`config.mk`:
```
export PLATFORM = sky130hd
export DESIGN_NAME = uart_frame_scheduler_flat
export DESIGN_NICKNAME = d
export VERILOG_FILES = /design/src/rtl/uart_frame_scheduler_pkg.sv /design/src/rtl/uart_frame_scheduler_if.sv /design/src/rtl/uart_frame_scheduler_rr_arbiter.sv /design/src/rtl/uart_frame_scheduler.sv /design/src/flat_wrapper.sv
export SDC_FILE = /design/constraint.sdc
export NUM_CORES = 1
export LEC_CHECK = 0
export CAP_MARGIN = 20
export CELL_PAD_IN_SITES_DETAIL_PLACEMENT = 1
export CELL_PAD_IN_SITES_GLOBAL_PLACEMENT = 1
export CORE_MARGIN = 2
export CORE_UTILIZATION = 30
export CTS_CLUSTER_DIAMETER = 30
export CTS_CLUSTER_SIZE = 16
export DETAILED_ROUTE_END_ITERATION = 8
export PLACE_DENSITY_LB_ADDON = 0.12
export SLEW_MARGIN = 5
export SYNTH_ARGS = -nofsm -noshare
export SYNTH_HDL_FRONTEND = slang
export SYNTH_HIERARCHICAL = 1
export SYNTH_SLANG_ARGS = --single-unit
```
`constraint.sdc`:
```
create_clock -name clk -period 3 [get_ports clk]
set_input_delay 0.45 -clock clk [delete_from_list [all_inputs] [get_ports clk]]
set_output_delay 0.45 -clock clk [all_outputs]
set_load 0.02 [all_outputs]
```
`src/rtl/uart_frame_scheduler_pkg.sv`:
```
// Shared definitions for the UART frame scheduler: FSM state encoding,
// default header byte and the frame-length helper.
// Optional feature macro: UART_FRAME_CHECKSUM_EN (appends an XOR checksum byte).
package uart_sched_pkg;

  typedef enum logic [1:0] {
    IDLE = 2'd0,
    SEND = 2'd1,
    WAIT = 2'd2
  } sched_state_t;

  localparam logic [7:0] HEADER_BYTE_DEFAULT = 8'hA5;

  // Width of channel ids and byte indices (up to 8 channels, up to 7 bytes).
  localparam int IDX_W = 3;

  // Number of bytes in one frame for a given requester word width.
  function automatic int nbytes(input int word_w);
`ifdef UART_FRAME_CHECKSUM_EN
    return 3 + word_w / 8;
`else
    return 2 + word_w / 8;
`endif
  endfunction

endpackage

```
`src/rtl/uart_frame_scheduler_if.sv`:
```
// Byte-level handshake between the frame scheduler (master) and the UART
// transmitter (slave).
interface uart_frame_scheduler_if;
  logic       uart_transmit;
  logic [7:0] uart_tx_byte;
  logic       uart_is_transmitting;
  logic       uart_tx_done;

  modport master (
    output uart_transmit,
    output uart_tx_byte,
    input  uart_is_transmitting,
    input  uart_tx_done
  );

  modport slave (
    input  uart_transmit,
    input  uart_tx_byte,
    output uart_is_transmitting,
    output uart_tx_done
  );
endinterface

```
`src/rtl/uart_frame_scheduler_rr_arbiter.sv`:
```
// Combinational round-robin search: first set request at or above ptr_i,
// wrapping from NUM_REQ-1 back to 0. Holds no state; the scheduler owns ptr.
module rr_arbiter
  import uart_sched_pkg::*;
#(
  parameter int NUM_REQ = 4
) (
  input  logic [NUM_REQ-1:0] req_i,
  input  logic [IDX_W-1:0]   ptr_i,
  output logic               valid_o,
  output logic [NUM_REQ-1:0] winner_oh_o,
  output logic [IDX_W-1:0]   winner_idx_o
);

  logic [2*NUM_REQ-1:0] req_dbl;
  logic [NUM_REQ-1:0]   req_rot;
  logic [IDX_W-1:0]     rot_pos;
  logic [IDX_W:0]       idx_sum;

  // Rotate requests so ptr sits at bit 0, find the lowest set bit, then
  // rotate the position back into channel numbering.
  always_comb begin
    req_dbl = {req_i, req_i};
    req_rot = req_dbl[ptr_i +: NUM_REQ];
    rot_pos = '0;
    for (int k = NUM_REQ - 1; k >= 0; k--) begin
      if (req_rot[k]) begin
        rot_pos = IDX_W'(k);
      end
    end
    idx_sum = {1'b0, ptr_i} + {1'b0, rot_pos};
    if (idx_sum >= (IDX_W + 1)'(NUM_REQ)) begin
      idx_sum = idx_sum - (IDX_W + 1)'(NUM_REQ);
    end
    winner_idx_o = idx_sum[IDX_W-1:0];
    valid_o      = |req_i;
    winner_oh_o  = valid_o ? ({{(NUM_REQ - 1){1'b0}}, 1'b1} << winner_idx_o) : '0;
  end

endmodule

```
`src/rtl/uart_frame_scheduler.sv`:
```
// Round-robin frame scheduler sharing one UART transmitter among NUM_REQ
// requesters. Each frame: header, channel id, word bytes MSB first and,
// when UART_FRAME_CHECKSUM_EN is defined, an XOR checksum of all prior bytes.
// All outputs are registered.
module uart_frame_scheduler
  import uart_sched_pkg::*;
#(
  parameter int         NUM_REQ     = 4,
  parameter int         WORD_W      = 16,
  parameter logic [7:0] HEADER_BYTE = HEADER_BYTE_DEFAULT
) (
  input  logic                      clk,
  input  logic                      rst,
  input  logic [NUM_REQ-1:0]        req,
  input  logic [NUM_REQ*WORD_W-1:0] req_data,
  output logic [NUM_REQ-1:0]        grant,
  output logic                      busy,
  output logic                      frame_done,
  uart_frame_scheduler_if.master    uart
);

  localparam int WB = WORD_W / 8;
  localparam int NB = nbytes(WORD_W);
  localparam logic [IDX_W-1:0] LAST_IDX = IDX_W'(NB - 1);
  localparam logic [IDX_W-1:0] DATA_END = IDX_W'(2 + WB);
  localparam logic [IDX_W-1:0] LAST_CH  = IDX_W'(NUM_REQ - 1);

  sched_state_t         state_q;
  logic [IDX_W-1:0]     rr_ptr_q;
  logic [IDX_W-1:0]     byte_idx_q;
  logic [IDX_W-1:0]     chan_q;
  logic [WORD_W-1:0]    word_q;
  logic [NUM_REQ-1:0]   grant_q;
  logic                 busy_q;
  logic                 frame_done_q;
  logic                 transmit_q;
  logic [7:0]           tx_byte_q;

  logic                 arb_valid;
  logic [NUM_REQ-1:0]   arb_oh;
  logic [IDX_W-1:0]     arb_idx;
  logic [WORD_W-1:0]    word_d;
  logic [7:0]           cur_byte_d;
  logic [5:0]           data_shift;
  logic [WORD_W-1:0]    word_shifted;

  rr_arbiter #(
    .NUM_REQ (NUM_REQ)
  ) u_arb (
    .req_i        (req),
    .ptr_i        (rr_ptr_q),
    .valid_o      (arb_valid),
    .winner_oh_o  (arb_oh),
    .winner_idx_o (arb_idx)
  );

  // Word of the current arbitration winner, captured only on the grant edge.
  always_comb begin
    word_d = req_data[int'(arb_idx) * WORD_W +: WORD_W];
  end

`ifdef UART_FRAME_CHECKSUM_EN
  logic [7:0] checksum_d;

  // XOR of header, channel id and every word byte.
  always_comb begin
    checksum_d = HEADER_BYTE ^ {5'b0, chan_q};
    for (int k = 0; k < WB; k++) begin
      checksum_d = checksum_d ^ word_q[k*8 +: 8];
    end
  end
`endif

  // Select the frame byte addressed by byte_idx_q.
  always_comb begin
    data_shift   = {byte_idx_q - 3'd2, 3'b000};
    word_shifted = word_q << data_shift;
    cur_byte_d   = 8'h00;
    if (byte_idx_q == '0) begin
      cur_byte_d = HEADER_BYTE;
    end else if (byte_idx_q == IDX_W'(1)) begin
      cur_byte_d = {5'b0, chan_q};
    end else if (byte_idx_q < DATA_END) begin
      cur_byte_d = word_shifted[WORD_W-1 -: 8];
    end else begin
`ifdef UART_FRAME_CHECKSUM_EN
      cur_byte_d = checksum_d;
`else
      cur_byte_d = 8'h00;
`endif
    end
  end

  // Scheduler FSM: arbitrate in IDLE, issue one byte in SEND, await tx_done in WAIT.
  always_ff @(posedge clk) begin
    if (rst) begin
      state_q      <= IDLE;
      rr_ptr_q     <= '0;
      byte_idx_q   <= '0;
      chan_q       <= '0;
      word_q       <= '0;
      grant_q      <= '0;
      busy_q       <= 1'b0;
      frame_done_q <= 1'b0;
      transmit_q   <= 1'b0;
      tx_byte_q    <= 8'h00;
    end else begin
      grant_q      <= '0;
      frame_done_q <= 1'b0;
      transmit_q   <= 1'b0;
      tx_byte_q    <= 8'h00;
      case (state_q)
        IDLE: begin
          if (arb_valid) begin
            word_q     <= word_d;
            chan_q     <= arb_idx;
            grant_q    <= arb_oh;
            busy_q     <= 1'b1;
            byte_idx_q <= '0;
            state_q    <= SEND;
          end
        end
        SEND: begin
          if (!uart.uart_is_transmitting) begin
            transmit_q <= 1'b1;
            tx_byte_q  <= cur_byte_d;
            state_q    <= WAIT;
          end
        end
        WAIT: begin
          if (uart.uart_tx_done) begin
            if (byte_idx_q == LAST_IDX) begin
              frame_done_q <= 1'b1;
              busy_q       <= 1'b0;
              rr_ptr_q     <= (chan_q == LAST_CH) ? '0 : chan_q + 1'b1;
              state_q      <= IDLE;
            end else begin
              byte_idx_q <= byte_idx_q + 1'b1;
              state_q    <= SEND;
            end
          end
        end
        default: begin
          state_q <= IDLE;
        end
      endcase
    end
  end

  assign grant              = grant_q;
  assign busy               = busy_q;
  assign frame_done         = frame_done_q;
  assign uart.uart_transmit = transmit_q;
  assign uart.uart_tx_byte  = tx_byte_q;

endmodule

```
`src/flat_wrapper.sv`:
```
// flat-port wrapper written by rule: the top's interface ports become plain ports
module uart_frame_scheduler_flat import uart_sched_pkg::*;
#(
  parameter int         NUM_REQ     = 4,
  parameter int         WORD_W      = 16,
  parameter logic [7:0] HEADER_BYTE = HEADER_BYTE_DEFAULT
)
  (clk, rst, req, req_data, grant, busy, frame_done, uart_uart_transmit, uart_uart_tx_byte, uart_uart_is_transmitting, uart_uart_tx_done);
  uart_frame_scheduler_if uart_i ();
  input  logic clk;
  input  logic rst;
  input  logic [NUM_REQ-1:0] req;
  input  logic [NUM_REQ*WORD_W-1:0] req_data;
  output logic [NUM_REQ-1:0] grant;
  output logic busy;
  output logic frame_done;
  output wire logic [$bits(uart_i.uart_transmit)-1:0] uart_uart_transmit;
  output wire logic [$bits(uart_i.uart_tx_byte)-1:0] uart_uart_tx_byte;
  input wire logic [$bits(uart_i.uart_is_transmitting)-1:0] uart_uart_is_transmitting;
  input wire logic [$bits(uart_i.uart_tx_done)-1:0] uart_uart_tx_done;
  assign uart_uart_transmit = uart_i.uart_transmit;
  assign uart_uart_tx_byte = uart_i.uart_tx_byte;
  assign uart_i.uart_is_transmitting = uart_uart_is_transmitting;
  assign uart_i.uart_tx_done = uart_uart_tx_done;
  uart_frame_scheduler #(.NUM_REQ(NUM_REQ), .WORD_W(WORD_W), .HEADER_BYTE(HEADER_BYTE)) u_core (.clk(clk), .rst(rst), .req(req), .req_data(req_data), .grant(grant), .busy(busy), .frame_done(frame_done), .uart(uart_i));
endmodule
```
Word level (Yosys, flattened, before mapping)
Cells that the tools add are included.

word-level totals
  register bits = 42
  output and inout port bits = 15
  input bits = 72
  logic and storage cells = 78

operators by class
  order comparisons = 2
  reduce and logical (&&, ||, !) cells = 15
  muxes and demuxes = 24
  bitwise logic cells = 6
  $add $sub $neg = 5
  shift-type cells = 4
  equal/unequal tests = 10

operators by type and width
  cell                                                                number
  variable part select 64 x 8 -> 16 bit                               1
  two-way mux 3 bit                                                   8
  two-way mux 8 bit                                                   3
  left shift 16 x 6 -> 16 bit                                         1
  OR reduction 3 bit                                                  3
  two-way mux 2 bit                                                   4
  AND reduction 4 bit                                                 2
  OR reduction 4 bit                                                  2
  variable part select 8 x 4 -> 4 bit                                 1
  adder 3 x 1 -> 3 bit (second input constant)                        2
  equality test 3 x 2 -> 1 bit (second input constant)                2
  two-way mux 1 bit                                                   6
  != test 2 bit (second input constant)                               3
  NOT 1 bit                                                           6
  one-hot mux 2 bit (3 select lines)                                  1
  one-hot mux 3 bit (2 select lines)                                  1
  AND reduction 3 bit                                                 2
  OR reduction 6 bit                                                  1
  adder 3 x 3 -> 4 bit                                                1
  greater-or-equal comparator 4 x 3 -> 1 bit (second input constant)  1
  != test 2 x 1 -> 1 bit (second input constant)                      2
  left shift 1 x 3 -> 4 bit (first input constant)                    1
  equality test 3 x 1 -> 1 bit (second input constant)                1
  logical NOT 3 bit                                                   1
  other kinds (10)                                                    10

Depth between registers and ports, before layout
  depth after elaboration = 9
  gate-level depth with buffers = 12
  depth with buffers taken out = 9

Cells and area by module
Netlist, hierarchy kept.

modules (own cells, without submodules)
  module                area an instance (µm²)  instances  seq. area each (µm²)  cells each
  uart_frame_scheduler  2029.4                  1          840.8                 178
  rr_arbiter            244.0                   1          0.0                   34

Least setup slack after synthesis
OpenSTA, ideal clock, no wires.

  path type = flip-flop to flip-flop
  start point = reg u_core.rr_ptr_q[0]
  end point = reg u_core.word_q[10]
  data required time = 2.883 ns
  path buffers = 3
  stages on the path, launching flop included = 11
  setup slack = 0.100 ns
  clock period less this slack = 2.900 ns
  setup time = 0.117 ns
  arrival time = 2.783 ns
  path through = dfxtp_1 > clkbuf_1 > or2b_1 > nand3b_1 > a221oi_2 > ha_1 > fa_1 > clkbuf_1 > clkbuf_1 > mux4_2 > a22o_1

between the ends
  cells in the longest elaborated chain, start to end = 9
  elaborated cells between the ends (all ways) = 10
  those cells by class = add/sub (2); order compare (1); shift (2); mux (5)

ends and longest elaborated chain
  item                                                                            RTL line                                                                      source
  from (decl)                                                                     uart_frame_scheduler.sv:29                                                    logic [IDX_W-1:0] rr_ptr_q;
  from (signal assigned)                                                          uart_frame_scheduler.sv:135                                                   rr_ptr_q <= (chan_q == LAST_CH) ? '0 : chan_q + 1'b1;
  variable part select 8 x 4 -> 4 bit                                             uart_frame_scheduler_rr_arbiter.sv:24                                         req_rot = req_dbl[ptr_i +: NUM_REQ];
  two-way mux 2 bit                                                               uart_frame_scheduler_rr_arbiter.sv:27                                         if (req_rot[k]) begin
  two-way mux 3 bit (3 in a row)                                                  uart_frame_scheduler_rr_arbiter.sv:27
  adder 3 x 3 -> 4 bit *                                                          uart_frame_scheduler_rr_arbiter.sv:31                                         idx_sum = {1'b0, ptr_i} + {1'b0, rot_pos};
  greater-or-equal comparator 4 x 3 -> 1 bit or subtractor 3 bit (tied branches)  uart_frame_scheduler_rr_arbiter.sv:32, uart_frame_scheduler_rr_arbiter.sv:33
  two-way mux 3 bit *                                                             uart_frame_scheduler_rr_arbiter.sv:32                                         if (idx_sum >= (IDX_W + 1)'(NUM_REQ)) begin
  named net u_core.arb_idx[1]                                                     uart_frame_scheduler.sv:41                                                    logic [IDX_W-1:0] arb_idx;
  variable part select 64 x 8 -> 16 bit *                                         uart_frame_scheduler.sv:59                                                    word_d = req_data[int'(arb_idx) * WORD_W +: WORD_W];
  to (signal assigned)                                                            uart_frame_scheduler.sv:115                                                   word_q <= word_d;
  to (decl)                                                                       uart_frame_scheduler.sv:32                                                    logic [WORD_W-1:0] word_q;

The timed path passes the listed nets; every way through them passes the cells marked *.
A chain may end at the register's enable or synchronous reset.

Final worst setup path
  start point = in req[0]
  end point = reg u_core.word_q[12]

between the ends
  cells in the longest elaborated chain, start to end = 9
  elaborated cells between the ends (all ways) = 12
  those cells by class = add/sub (2); order compare (1); shift (2); mux (5); reduce/logical (2)

ends and longest elaborated chain
  item                                                                            RTL line                                                                      source
  from (decl)                                                                     flat_wrapper.sv:12                                                            input logic [NUM_REQ-1:0] req;
  variable part select 8 x 4 -> 4 bit *                                           uart_frame_scheduler_rr_arbiter.sv:24
  two-way mux 2 bit                                                               uart_frame_scheduler_rr_arbiter.sv:27
  two-way mux 3 bit (2 in a row)                                                  uart_frame_scheduler_rr_arbiter.sv:27
  two-way mux 3 bit *                                                             uart_frame_scheduler_rr_arbiter.sv:27
  adder 3 x 3 -> 4 bit *                                                          uart_frame_scheduler_rr_arbiter.sv:31
  greater-or-equal comparator 4 x 3 -> 1 bit or subtractor 3 bit (tied branches)  uart_frame_scheduler_rr_arbiter.sv:32, uart_frame_scheduler_rr_arbiter.sv:33
  two-way mux 3 bit *                                                             uart_frame_scheduler_rr_arbiter.sv:32
  named net u_core.arb_idx[1]                                                     uart_frame_scheduler.sv:41
  variable part select 64 x 8 -> 16 bit *                                         uart_frame_scheduler.sv:59

Marks and branches as above.

==> flow_metrics.env <==
export IMPL_status="completed"
export IMPL_r2r_cells=6
export IMPL_crit_cells=9
export IMPL_critPathMaxFanout=10
export IMPL_num_antenna_cells=0
export IMPL_ys_ff_latch=42
export IMPL_numCtsBuffers=5
export IMPL_clk_pin_slew_worst_paths_ps=90
export IMPL_gp_congestion=0.759
export IMPL_syn_num_nets=293
export IMPL_grt_pass1_vias=2091
export IMPL_worstMarginPinSlew_ps=536
export IMPL_grt_max_degree=22
export IMPL_rsz0062_at_grt="no"
export IMPL_layout_common_cells="clkdlybuf4s50_1 (86), dfxtp_1 (42), nand2_1 (16), mux4_2 (16), a22o_1 (16)"
export IMPL_critPathCaptureType="register"
export IMPL_cts_sinks=42
export IMPL_whs_ps=489
export IMPL_drive_gt1_share_pct=13.2
export IMPL_maxCapViolCount=0
export IMPL_final_min_clock_period_ps=2860
export IMPL_synth_cell_types=46
export IMPL_slowest_delay_ps=510
export IMPL_seq_area_frac_synth_pct=37.0
export IMPL_finalWirelength_mm=6.55
export IMPL_grt_pass1_wl_mm=10.6
export IMPL_ios=87
export IMPL_portBuffers=86
export IMPL_dp_hpwl_mm=5.12
export IMPL_gr_total_overflow=0
export IMPL_ctsResizeCount=0
export IMPL_crit_family="compound AO/OA/AOI/OAI gates"
export IMPL_row_count=31
export IMPL_die_area_um2=8290
export IMPL_path_class="in -> reg"
export IMPL_holdCritPathClass="reg -> reg"
export IMPL_die_x_um=91.1
export IMPL_hold_violations=0
export IMPL_finalSetupViolations=0
export IMPL_cp_arrival_ps=3060
export IMPL_via_count=2008
export IMPL_worst_r2r_setup_slack_ps=370
export IMPL_first_pass_iters=4
export IMPL_avgSynthCellArea_um2=10.7
export IMPL_cts_max_level=2
export IMPL_p_leak_nw=1.23
export IMPL_final_max_slew_viol_count=0
export IMPL_cts_tree="built"
export IMPL_power_density_cell_area_nw_per_um2=424
export IMPL_required_ps=3200
export IMPL_hold_depth=1
export IMPL_max_slew_margin_pct=64.2
export IMPL_hold_buffers=0
export IMPL_synth_warnings=6
export IMPL_ir_worst_vdd_mv=0.168
export IMPL_postCtsSetupBuffers=0
export IMPL_worst_clock_skew_ps=4.84
export IMPL_drt_iter0_drc=48
export IMPL_drcViolationCount=0
export IMPL_ant_nets=0
export IMPL_cp_start_kind="input pin"
export IMPL_antenna_found_initial=0
export IMPL_crit_slowest_cell="clkdlybuf4s50_1"
export IMPL_syn_inst=212
export IMPL_track_usage_pct=16.2
export IMPL_area_delta_synth_final_pct=50.3
export IMPL_die_height_um=91.1
export IMPL_final_nets=382
export IMPL_cts_root_buffer="clkbuf_8"
export IMPL_p_total_w=0.00145
export IMPL_wl_per_cell_um=16.3
export IMPL_critical_path_buf_inv_count=3
export IMPL_vias_per_cell=5.01
export IMPL_synth_area_um2=2270
export IMPL_start_util_pct=31.2
export IMPL_max_freq_mhz=350
export IMPL_clk_latency_ps=300
export IMPL_final_common_cell="clkdlybuf4s50_1"
export IMPL_core_area_um2=7290
export IMPL_clock_path_buffers=2
export IMPL_crit_chain="clkdlybuf4s50_1 > inv_1 > o32a_1 > a221oi_2 > ha_1 > fa_1 > buf_4 > mux4_2 > a22o_1"
export IMPL_timing_final_crit_share_pct=95.2
## final timing paths
| path | start | to |
|---|---|---|
| min | u_core/word_q[5]$_SDFFE_PP0N_ | u_core/word_q[5]$_SDFFE_PP0N_ |
| min reg2reg | u_core/word_q[5]$_SDFFE_PP0N_ | u_core/word_q[5]$_SDFFE_PP0N_ |
| max reg2reg | u_core/rr_ptr_q[1]$_SDFFE_PP0P_ | u_core/word_q[12]$_SDFFE_PP0N_ |
| max | req[0] | u_core/word_q[12]$_SDFFE_PP0N_ |
## power breakdown
part | internal, W | leakage (nW) | switching, W
clock | 0.000334 | 0.0683 | 0.000214
sequential | 0.000591 | 0.343 | 0.0000273
combinational | 0.000181 | 0.822 | 0.000101
total | 0.00111 | 1.23 | 0.000342
## sequential cells by signal (all words and copies together), names as in the netlist
signal and flops:
u_core/word_q 16, u_core/uart.uart_tx_byte 8, u_core/state_q 2, u_core/busy 1
u_core/grant 4, u_core/frame_done 1, u_core/rr_ptr_q 3, u_core/byte_idx_q 3
u_core/chan_q 3, u_core/uart.uart_transmit 1
## cells in the mapped netlist (all sizes together)
| master | number | area share (%) |
|---|---|---|
| inv | 8 | 1.3 |
| nand3b | 2 | 0.66 |
| o221ai | 1 | 0.39 |
| ha | 8 | 4.4 |
| nor2b | 4 | 1.1 |
| buf | 6 | 1.6 |
| nor4bb | 1 | 0.44 |
| clkbuf | 8 | 1.3 |
| o21a | 2 | 0.66 |
| nor3b | 2 | 0.88 |
| nor2 | 12 | 2.0 |
| nand2b | 2 | 0.55 |
| and2 | 6 | 1.7 |
| o22a | 1 | 0.39 |
| nand4b | 1 | 0.39 |
| a211oi | 1 | 0.33 |
| a21oi | 14 | 3.1 |
| a221oi | 2 | 1.0 |
| or3b | 2 | 0.77 |
| and3b | 1 | 0.39 |
| a32oi | 2 | 0.77 |
| a22o | 16 | 6.2 |
| dfxtp | 42 | 37 |
| nand2 | 16 | 2.6 |
| o32a | 1 | 0.44 |
| mux2i | 9 | 4.0 |
| o2111ai | 2 | 0.77 |
| fa | 1 | 0.88 |
| o22ai | 3 | 0.83 |
| nor4 | 2 | 0.55 |
| or3 | 3 | 0.83 |
| o21ai | 3 | 0.66 |
| or2b | 1 | 0.33 |
| nor3 | 1 | 0.22 |
| o211ai | 1 | 0.33 |
| a21boi | 1 | 0.33 |
| a31oi | 1 | 0.28 |
| or4b | 2 | 0.88 |
| mux4 | 16 | 16 |
| nor4b | 4 | 2.5 |
| nand4bb | 1 | 0.50 |
## routing by layer
| layer | global-route usage (%) | vias to the layer above | share of wire, % |
|---|---|---|---|
| met4 | 5.43 | 0 | 1.8 |
| met5 | 0 | - | 0 |
| met3 | 2.82 | 10 | 4.0 |
| met1 | 20.7 | 966 | 43 |
| met2 | 27.5 | 50 | 51 |
| li1 | - | 982 | - |
## final cells by class
cell class,instances,area (um2)
Timing Repair Buffer,96,948
Multi-Input combinational cell,148,1340
Sequential cell,42,841
Inverter,8,30.0
Clock inverter,3,68.8
Fill cell,821,3870
Clock buffer,5,68.8
Tap cell,99,124
## per-stage QoR
stage | instances | setup TNS, ps | setup slack [ps] | area, um2 | util, %
final | 401 | 0 | 144 | 3420 | 46.9
after global routing | 401 | 0 | 4.65 | 3420 | 46.9
after CTS | 401 | 0 | 153 | 3420 | 46.9
after detailed placement | 393 | -2210 | -173 | 3280 | 45.0
after global placement | 393 | -1270 | -120 | 3280 | 45.0
after floorplan | 212 | 0 | 100 | 2270 | -
## cell families (layout without fill, tap and decap cells)
family                   after synthesis  after routing  share of synthesized area [%]
adder cells (fa/ha/maj)                9              9                           5.28
flip-flops                            42             42                           37.0
multiplexers                          25             25                           19.8
AND/OR/NAND/NOR                       63             63                           17.2
buffers and inverters                 22            112                           4.24
AO/OA/AOI/OAI                         51             51                           16.5
Note: power is estimated with default switching activity, not from simulation.
